--- config.mk ---
export PLATFORM = sky130hd
export DESIGN_NAME = mem_loader
export DESIGN_NICKNAME = d
export VERILOG_FILES = /design/src/rtl/mem_loader.sv
export SDC_FILE = /design/constraint.sdc
export NUM_CORES = 1
export LEC_CHECK = 0
export CORE_UTILIZATION = 57
export CTS_CLUSTER_DIAMETER = 150
export DETAILED_ROUTE_END_ITERATION = 10
export GPL_TIMING_DRIVEN = 1
export PLACE_DENSITY_LB_ADDON = 0.08
export SLEW_MARGIN = 15
export SYNTH_ARGS = -nofsm -noshare
export SYNTH_HDL_FRONTEND = slang
export SYNTH_SLANG_ARGS = --single-unit
--- constraint.sdc ---
create_clock -name clk -period 5.2 [get_ports clk]
set_clock_uncertainty 0.2 [all_clocks]
set_input_delay 1.04 -clock clk [delete_from_list [all_inputs] [get_ports clk]]
set_output_delay 1.04 -clock clk [all_outputs]
set_load 0.01 [all_outputs]
--- src/rtl/mem_loader.sv ---
// ============================================================================
//  Module      : mem_loader
//  Description : Packs a big-endian byte stream into 32-bit words and writes
//                them to consecutive memory addresses, keeping a running sum.
//  Revision    : 1.0  initial release
// ============================================================================
`default_nettype none

module mem_loader #(
    parameter int ADDR_W = 32,
    parameter int CNT_W  = 17
) (
    input  logic              clk,
    input  logic              rst,
    input  logic              start,
    input  logic [ADDR_W-1:0] base_addr,
    input  logic [CNT_W-1:0]  word_count,
    input  logic [7:0]        in_byte,
    input  logic              in_valid,
    output logic              in_ready,
    input  logic              abort,
    output logic [ADDR_W-1:0] w_addr,
    output logic              w_en,
    output logic [31:0]       din,
    output logic              busy,
    output logic              done,
    output logic [31:0]       checksum
);

    localparam logic [1:0] c_IDLE  = 2'd0;
    localparam logic [1:0] c_RECV  = 2'd1;
    localparam logic [1:0] c_WRITE = 2'd2;
    localparam logic [1:0] c_DONE  = 2'd3;

    logic [1:0]        r_state;
    logic [1:0]        w_state_nxt;

    logic [ADDR_W-1:0] r_base;
    logic [CNT_W-1:0]  r_count;
    logic [1:0]        r_byte_idx;
    logic [CNT_W-1:0]  r_word_idx;
    logic [23:0]       r_shift;
    logic [ADDR_W-1:0] r_waddr;
    logic [31:0]       r_din;
    logic [31:0]       r_checksum;

    logic              w_start_ok;
    logic              w_accept;
    logic              w_last_byte;
    logic              w_last_word;
    logic              w_write_ok;
    logic [ADDR_W-1:0] w_idx_ext;
    logic [ADDR_W-1:0] w_next_addr;
    logic [31:0]       w_word;

    assign w_start_ok  = (r_state == c_IDLE) && start && !abort;
    assign w_accept    = (r_state == c_RECV) && in_valid && !abort;
    assign w_last_byte = (r_byte_idx == 2'd3);
    assign w_last_word = ((r_word_idx + CNT_W'(1)) == r_count);
    assign w_write_ok  = (r_state == c_WRITE) && !abort;
    assign w_idx_ext   = ADDR_W'(r_word_idx);
    assign w_next_addr = r_base + w_idx_ext;
    assign w_word      = {r_shift, in_byte};

    // ------------------------------------------------------------------
    // State register
    // ------------------------------------------------------------------
    always_ff @(posedge clk) begin
        if (rst) begin
            r_state <= c_IDLE;
        end else begin
            r_state <= w_state_nxt;
        end
    end

    // ------------------------------------------------------------------
    // Next-state logic; abort overrides every busy state
    // ------------------------------------------------------------------
    always_comb begin
        w_state_nxt = r_state;
        case (r_state)
            c_IDLE: begin
                if (w_start_ok) begin
                    w_state_nxt = (word_count == '0) ? c_DONE : c_RECV;
                end
            end
            c_RECV: begin
                if (abort) begin
                    w_state_nxt = c_IDLE;
                end else if (w_accept && w_last_byte) begin
                    w_state_nxt = c_WRITE;
                end
            end
            c_WRITE: begin
                if (abort) begin
                    w_state_nxt = c_IDLE;
                end else begin
                    w_state_nxt = w_last_word ? c_DONE : c_RECV;
                end
            end
            c_DONE: begin
                w_state_nxt = c_IDLE;
            end
            default: begin
                w_state_nxt = c_IDLE;
            end
        endcase
    end

    // ------------------------------------------------------------------
    // Output decode
    // ------------------------------------------------------------------
    always_comb begin
        in_ready = 1'b0;
        w_en     = 1'b0;
        busy     = 1'b1;
        done     = 1'b0;
        case (r_state)
            c_IDLE:  busy     = 1'b0;
            c_RECV:  in_ready = 1'b1;
            c_WRITE: w_en     = !abort;
            c_DONE:  done     = !abort;
            default: busy     = 1'b1;
        endcase
    end

    // ------------------------------------------------------------------
    // Datapath: parameter latches, byte packing, write port, checksum
    // ------------------------------------------------------------------
    always_ff @(posedge clk) begin
        if (rst) begin
            r_base     <= '0;
            r_count    <= '0;
            r_byte_idx <= '0;
            r_word_idx <= '0;
            r_shift    <= '0;
            r_waddr    <= '0;
            r_din      <= '0;
            r_checksum <= '0;
        end else begin
            if (w_start_ok) begin
                r_base     <= base_addr;
                r_count    <= word_count;
                r_byte_idx <= '0;
                r_word_idx <= '0;
                r_checksum <= '0;
            end

            // The full word is captured on the 4th byte so it is stable
            // on the write port for the whole WRITE cycle and afterwards.
            if (w_accept) begin
                r_shift    <= w_word[23:0];
                r_byte_idx <= r_byte_idx + 2'd1;
                if (w_last_byte) begin
                    r_din   <= w_word;
                    r_waddr <= w_next_addr;
                end
            end

            if (w_write_ok) begin
                r_checksum <= r_checksum + r_din;
                r_byte_idx <= '0;
                if (!w_last_word) begin
                    r_word_idx <= r_word_idx + CNT_W'(1);
                end
            end
        end
    end

    assign w_addr   = r_waddr;
    assign din      = r_din;
    assign checksum = r_checksum;

endmodule

`default_nettype wire
==> results of run 1 <==
-- layer usage --
metal  vias up  track usage, %
met5         -               0
met2       275            49.4
met3        52            4.49
met4         0            13.1
met1      4349            36.5
li1       4611               -
-- kinds of logic after synthesis --
| group | after synthesis |
|---|---|
| AO/OA/AOI/OAI | 355 |
| XOR/XNOR | 71 |
| adder cells (fa/ha/maj) | 52 |
| AND/OR/NAND/NOR | 487 |
| flip-flops | 190 |
| buffers and inverters | 84 |
| multiplexers | 3 |
-- registers in the layout (all words and copies together), names as in the netlist --
signal / cells
din: 32
w_addr: 32
r_word_idx: 17
r_base: 32
r_count: 17
checksum: 32
r_state: 2
r_shift: 24
r_byte_idx: 2
-- report_power, final --
group          switching (mW)  total (mW)  internal [mW]  leakage, nW
Clock                   0.617        1.35          0.728        0.291
Sequential             0.0162        1.49           1.47         1.54
Combinational          0.0938       0.172         0.0780         2.80
Total                   0.727        3.01           2.28         4.63
-- Yosys cell counts, drive strengths merged, types with 9 or more instances --
master | n | area, µm²
nor3 | 15 | 80.1
nand2 | 282 | 1060
nand3 | 21 | 105
a211oi | 20 | 168
a22oi | 18 | 135
xor2 | 31 | 272
clkbuf | 58 | 218
o21ai | 54 | 270
buf | 9 | 47.5
a21o | 20 | 150
ha | 50 | 626
nor2 | 74 | 280
inv | 15 | 56.3
a21oi | 178 | 895
or3 | 16 | 100
xnor2 | 40 | 350
dfxtp | 190 | 3800
and3 | 19 | 119
-- final cells by class --
| cell class | instances | area [µm²] | share of cell area [%] |
|---|---|---|---|
| Inverter | 17 | 63.8 | 0.526 |
| Tap cell | 220 | 275 | 2.27 |
| Multi-Input combinational cell | 968 | 5710 | 47.0 |
| Clock inverter | 15 | 175 | 1.44 |
| Timing Repair Buffer | 171 | 1680 | 13.9 |
| Clock buffer | 17 | 425 | 3.51 |
| Sequential cell | 190 | 3800 | 31.3 |
-- worst max path at each step --
stage                             start                      end  cells past startpoint
3_5_place_dp                      abort                     w_en                      4
4_1_cts                           abort                     w_en                      4
5_1_grt        r_word_idx[1]$_SDFF_PP0_  w_addr[31]$_SDFFE_PP0P_                     10
6_report                          abort                     w_en                      4
2_1_floorplan                     abort                     w_en                      3
3_3_place_gp                      abort                     w_en                      4
-- through the flow --
| step | area, µm² | std cells | hold WS (ns) |
|---|---|---|---|
| 3_5_place_dp | 11500 | 1566 | 0.246 |
| 4_1_cts | 12100 | 1598 | 0.255 |
| 3_3_place_gp | 11500 | 1566 | 0.238 |
| 6_report | 12100 | 1598 | 0.254 |
| 2_1_floorplan | 9830 | 1242 | 0.232 |
| 5_1_grt | 12100 | 1598 | 0.276 |
-- critical path, delay by kind of cell --
kind / cells / cell delay [ns]
simple gates: 1 / 0.55
buf+inv: 3 / 1.10
==> reports/metrics.yaml, run 1 <==
critical_path:
  crit_type: "in -> out"
  cp_max_fo: 6
  slowest_stage: "or3b_2"
  r2r_start: "r_word_idx[1]$_SDFF_PP0_"
  cp_cell_sequence: "clkdlybuf4s50_1, or3b_2, clkinv_1, clkdlybuf4s50_1"
  reg2reg_to: "w_addr[31]$_SDFFE_PP0P_"
  reg2reg_depth: 10
  cp_data_arrival_time_ns: 2.68
  cp_common_cell: "clkdlybuf4s50_1"
  r2r_slack_ns: 1.43
  critical_path.max_stage_delay_ns: 0.55
  required_ns: 3.96
  worstSetupEndpointType: "primary output"
  cp-start-kind: "input pin"
cts:
  numCtsBuffers: 17
  clkSinkCount: 190
  cts_tree: "yes"
  cts_setup_buffers: 0
  htreeDepth: 4
  cts_max_path_buffers: 2
  ctsResizeCount: 0
  cts.clk_slew.worst_paths_ns: 0.07
  hold_buffers: 0
  clk_latency_ns: 0.44
  root_buffer: "clkbuf_16"
floorplan:
  num_io_pins: 162
  core_area_um2: 16700
  die_h_um: 133
  rows: 47
  die_w_um: 133
  die-area_um2: 17800
  initial_core_util_pct: 58.8
synthesis:
  synth_edf_count: 0
  ys.flop_type: "dfxtp_1"
  netlist_instances: 1242
  synth_top_family_by_area: "simple AND/OR/NAND/NOR gates"
  synth_area_um2: 9830
  ys_ff_latch: 190
  yosys.area_share.simple_pct: 22.3
  synth_xor_area_share_pct: 6.33
  synth.net_count: 1356
  muxShareOfSynthArea_pct: 0.306
  ys_warn_count: 0
  synthAdderAreaFrac_pct: 6.77
  synth.distinct_cells: 73
  synth-async-reset-ratio_pct: 0
  synth_compound_area_share_pct: 22.3
  ys_seq_area_share_pct: 38.7
  syn_area_per_cell_um2: 7.91
cells_and_area:
  fin_nets: 1479
  utilization_pct: 72.7
  final_cell_mix: "281 x nand2_1, 190 x dfxtp_1, 177 x a21oi_1, 160 x clkdlybuf4s50_1, 72 x nor2_1"
  antenna_cells: 0
  drive_gt1_share_pct: 5.15
  n_fill_cell: 1393
  final_common_cell: "nand2_1"
  syn2layout_area_growth_pct: 23.5
worst_hold_path:
  hp-start: "w_addr[9]$_SDFFE_PP0P_"
  min_path_cells: 2
  min_path_type: "reg -> reg"
  min_to: "w_addr[9]$_SDFFE_PP0P_"
detailed_routing:
  vias: 9287
  wire_per_inst_um: 16.2
  wl_um: 25800
  ant_nets: 0
  drc: 0
  dr_wl_met3_um: 1220
  dr.max_layer_used: "met4"
  vias_per_cell: 5.81
  dr.first_iter.drc_count: 631
  wl_met1_um: 11400
  dr.pass1.iters: 5
  wl_met2_um: 12500
global_route:
  grt_max_degree: 92
  grtUsageTotal_pct: 29.2
  grt-ovfl-total: 0
  grt_first_pass_wirelength_um: 41400
  grt_pass1_vias: 8534
  antenna_found_initial: 0
timing:
  min_period_ns: 3.92
  setup_viol_count_final: 0
  rsz0062_at_grt: "false"
  tns_ns: 0
  worst_pin_slew_ns: 1.00
  fmax_mhz: 255
  hold_violations: 0
  post-route-period-util_pct: 75.4
  slew_headroom_pct: 33.0
  maxSlewViolCount: 0
  worst_slack_ns: 1.28
pwr:
  total_power_mw: 3.01
  peakVddDrop_v: 0.000247
  p_per_area_nw_per_um2: 248
  p_leak_nw: 4.63
placed_design:
  portBuffers: 161
  dp_hpwl_um: 18200
  dp_slack_ns: 1.28
  gp_congestion: 0.938
status:
  outcome: "completed"
run:
  cap_violations: 0
Power figures use the tool's default switching activity.
==> run 2: changes to the inputs <==
--- a/config.mk
+++ b/config.mk
@@ -5,7 +5,7 @@
 export SDC_FILE = /design/constraint.sdc
 export NUM_CORES = 1
 export LEC_CHECK = 0
-export CORE_UTILIZATION = 57
+export CORE_UTILIZATION = 49
 export CTS_CLUSTER_DIAMETER = 150
 export DETAILED_ROUTE_END_ITERATION = 10
 export GPL_TIMING_DRIVEN = 1
==> constraint.sdc (replaced) <==
create_clock -name clk -period 3.24 [get_ports clk]
set_clock_uncertainty 0.2 [all_clocks]
set_input_delay 0.648 -clock clk [delete_from_list [all_inputs] [get_ports clk]]
set_output_delay 0.648 -clock clk [all_outputs]
set_load 0.01 [all_outputs]
==> run 2 against run 1 <==
Effect of this change: sequential share of layout area is 1.9 points lower; routed wire length is 8.1% higher; hold slack better by 0.0066 ns; register-to-register slack worse by 1.3 ns; cell area is 6.8% higher; critical path depth is 7 higher; combinational power is 69% higher; die area is 16% higher; global-route usage is 1.3 points lower; power is 65% higher; sequential power is 60% higher; critical endpoint is now r_word_idx[11]$_SDFF_PP0_.
==> reports/metrics.yaml, run 2 (synthesized netlist as in run 1, its figures left out) <==
cells_and_area:
  syn2layout_area_growth_pct: 31.8
  drive_gt1_share_pct: 11.5  # +6.4 points
  design_area_um2: 13000  # +6.8%
  multiInputGateArea_um2: 5810  # +1.8%
  final_cells: 1721  # +7.7%
  final_common_cell: "nand2_1"
  antenna_cells: 0  # unchanged
  n_fill_cell: 1712  # +23%
  final_cell_mix: "280 x nand2_1, 184 x dfxtp_1, 177 x a21oi_1, 160 x clkdlybuf4s50_1, 86 x buf_4"
  fin_nets: 1558  # +5.3%
  regArea_um2: 3810  # +0.26%
floorplan:
  rows: 51  # +8.5%
  die_h_um: 144  # +7.7%
  die_w_um: 144  # +7.7%
  die-area_um2: 20600  # +16%
  core_area_um2: 19600  # +17%
  initial_core_util_pct: 50.2  # -8.7 points
  num_io_pins: 162  # unchanged
critical_path:
  required_ns: 3.37  # -0.59 ns
  r2r_start: "r_word_idx[1]$_SDFF_PP0_"
  critical_path.max_stage_delay_ns: 0.55  # about the same
  slowest_stage: "or4_4"
  startpoint: "r_word_idx[1]$_SDFF_PP0_"
  cp_max_fo: 4  # -2
  crit_type: "reg -> reg"
  cp-start-kind: "register"
  cp_cell_sequence: "buf_4, ha_4, nand4_4, or4_4, xnor2_1, o211ai_1, a211oi_2, o221ai_4, and2_4, and3_1, a221o_1"
  cp_data_arrival_time_ns: 3.26  # +0.58 ns
  r2r_slack_ns: 0.11  # -1.32 ns
  worstSetupEndpointType: "register"
pwr:
  power_frac_comb_pct: 5.8  # about the same
  p_leak_nw: 5.06  # +9.3%
  peakVddDrop_v: 0.000329  # +33%
  netSwitchingFraction_pct: 23.1  # -1.1 points
  p_seq_share_pct: 48.2  # -1.3 points
  pwr-share-clk_pct: 46.0  # +1.2 points
  p_int_mw: 3.82  # +67%
  p_sw_mw: 1.15  # +58%
  p_per_area_nw_per_um2: 383  # +55%
timing:
  min_period_ns: 3.13
  hold_violations: 0  # unchanged
  setup_viol_count_final: 0  # unchanged
  worst_pin_slew_ns: 0.979  # -0.0234 ns
  maxSlewViolCount: 0  # unchanged
  fmax_mhz: 319
  slew_headroom_pct: 34.8  # +1.8 points
  post-route-period-util_pct: 96.6
  tns_ns: 0  # unchanged
detailed_routing:
  drc: 0  # unchanged
  dr.pass1.iters: 7  # +2
  wl_um: 27900  # +8.1%
  vias_per_cell: 5.48  # -5.8%
  dr.first_iter.drc_count: 636  # +0.79%
  ant_nets: 0  # unchanged
  vias: 9426  # +1.5%
  wire_per_inst_um: 16.2  # +0.35%
cts:
  root_buffer: "clkbuf_16"
  hold_buffers: 0  # unchanged
  cts_max_path_buffers: 2  # unchanged
  numCtsBuffers: 17  # unchanged
  htreeDepth: 4  # unchanged
  clkSinkCount: 190  # unchanged
  clk_latency_ns: 0.44  # about the same
  cts.clk_slew.worst_paths_ns: 0.07  # about the same
  cts_tree: "yes"
global_route:
  grt_max_degree: 92  # unchanged
  grt_pass1_vias: 8779  # +2.9%
  grt-ovfl-total: 0  # unchanged
  antenna_found_initial: 0  # unchanged
  grt_first_pass_wirelength_um: 44500  # +7.4%
  grtUsageTotal_pct: 27.9  # -1.3 points
placed_design:
  gp_congestion: 1.02  # +8.9%
  portBuffers: 161  # unchanged
  placed_area_um2: 12200  # +5.5%
  place_inst: 1684  # +7.5%
  dp_hpwl_um: 20200  # +11%
status:
  outcome: "completed"
worst_hold_path:
  min_path_type: "reg -> reg"
  hp-start: "r_shift[18]$_SDFFE_PP0P_"
run:
  cap_violations: 0  # unchanged
## run 2: stage by stage
step                      worst slack (ns)  utilization (%)  power, mW  hold slack [ns]
after floorplan                     0.0163                -       2.59            0.232
after global placement            -0.00966             62.1       2.73            0.248
after detailed placement            -0.181             62.1       2.73            0.248
after CTS                          0.00378             65.6       4.99            0.261
after global routing              -0.00820             66.1       5.12            0.279
final                                0.110             66.1       4.96            0.261
## run 2: power by group through the flow
| stage | Sequential (mW) | Combinational (mW) | Clock [mW] |
|---|---|---|---|
| floorplan | 2.44 | 0.150 | 0 |
| global placement | 2.44 | 0.283 | 0 |
| detailed placement | 2.44 | 0.285 | 0 |
| CTS | 2.39 | 0.290 | 2.31 |
| global route | 2.39 | 0.320 | 2.41 |
| finish | 2.39 | 0.290 | 2.28 |
## run 2: metal layers
metal	vias to the layer above	GRT usage (%)	share of wire (%)
li1	4761	-	-
met2	244	45.8	47
met5	-	0	0
met1	4375	37.1	46
met3	46	4.03	4.7
met4	0	9.91	2.7
## run 2: repair_timing
item / in CTS / in global routing
pin swaps: 2 / 10
setup buffers: 2 / 4
gates resized for setup: 13 / 21
setup endpoints to repair: 28 / 32
## run 2: area by class of cell
cell class | count | area share [%]
multi-input cells | 968 | 44.9
clock buffers | 19 | 3.42
well taps | 265 | 2.56
repair buffers | 250 | 17.8
clock inverters | 12 | 1.42
inverters | 17 | 0.492
flip-flops and latches | 190 | 29.4
## run 2: critical path: cells and delay by family, from the launching register on
family / cells / cell delay [ns]
xor+xnor: 1 / 0.16
compound gates: 4 / 0.92
fa+ha+maj: 1 / 0.17
buf+inv: 1 / 0.14
simple gates: 4 / 1.08
flops: 1 / 0.35
## run 2: worst paths after layout
kind                                                   to  cells after the start
worst max-delay path            r_word_idx[11]$_SDFF_PP0_                     11
worst min-delay path                 din[26]$_SDFFE_PP0P_                      2
worst max register to register  r_word_idx[11]$_SDFF_PP0_                     11
worst min register to register       din[26]$_SDFFE_PP0P_                      2
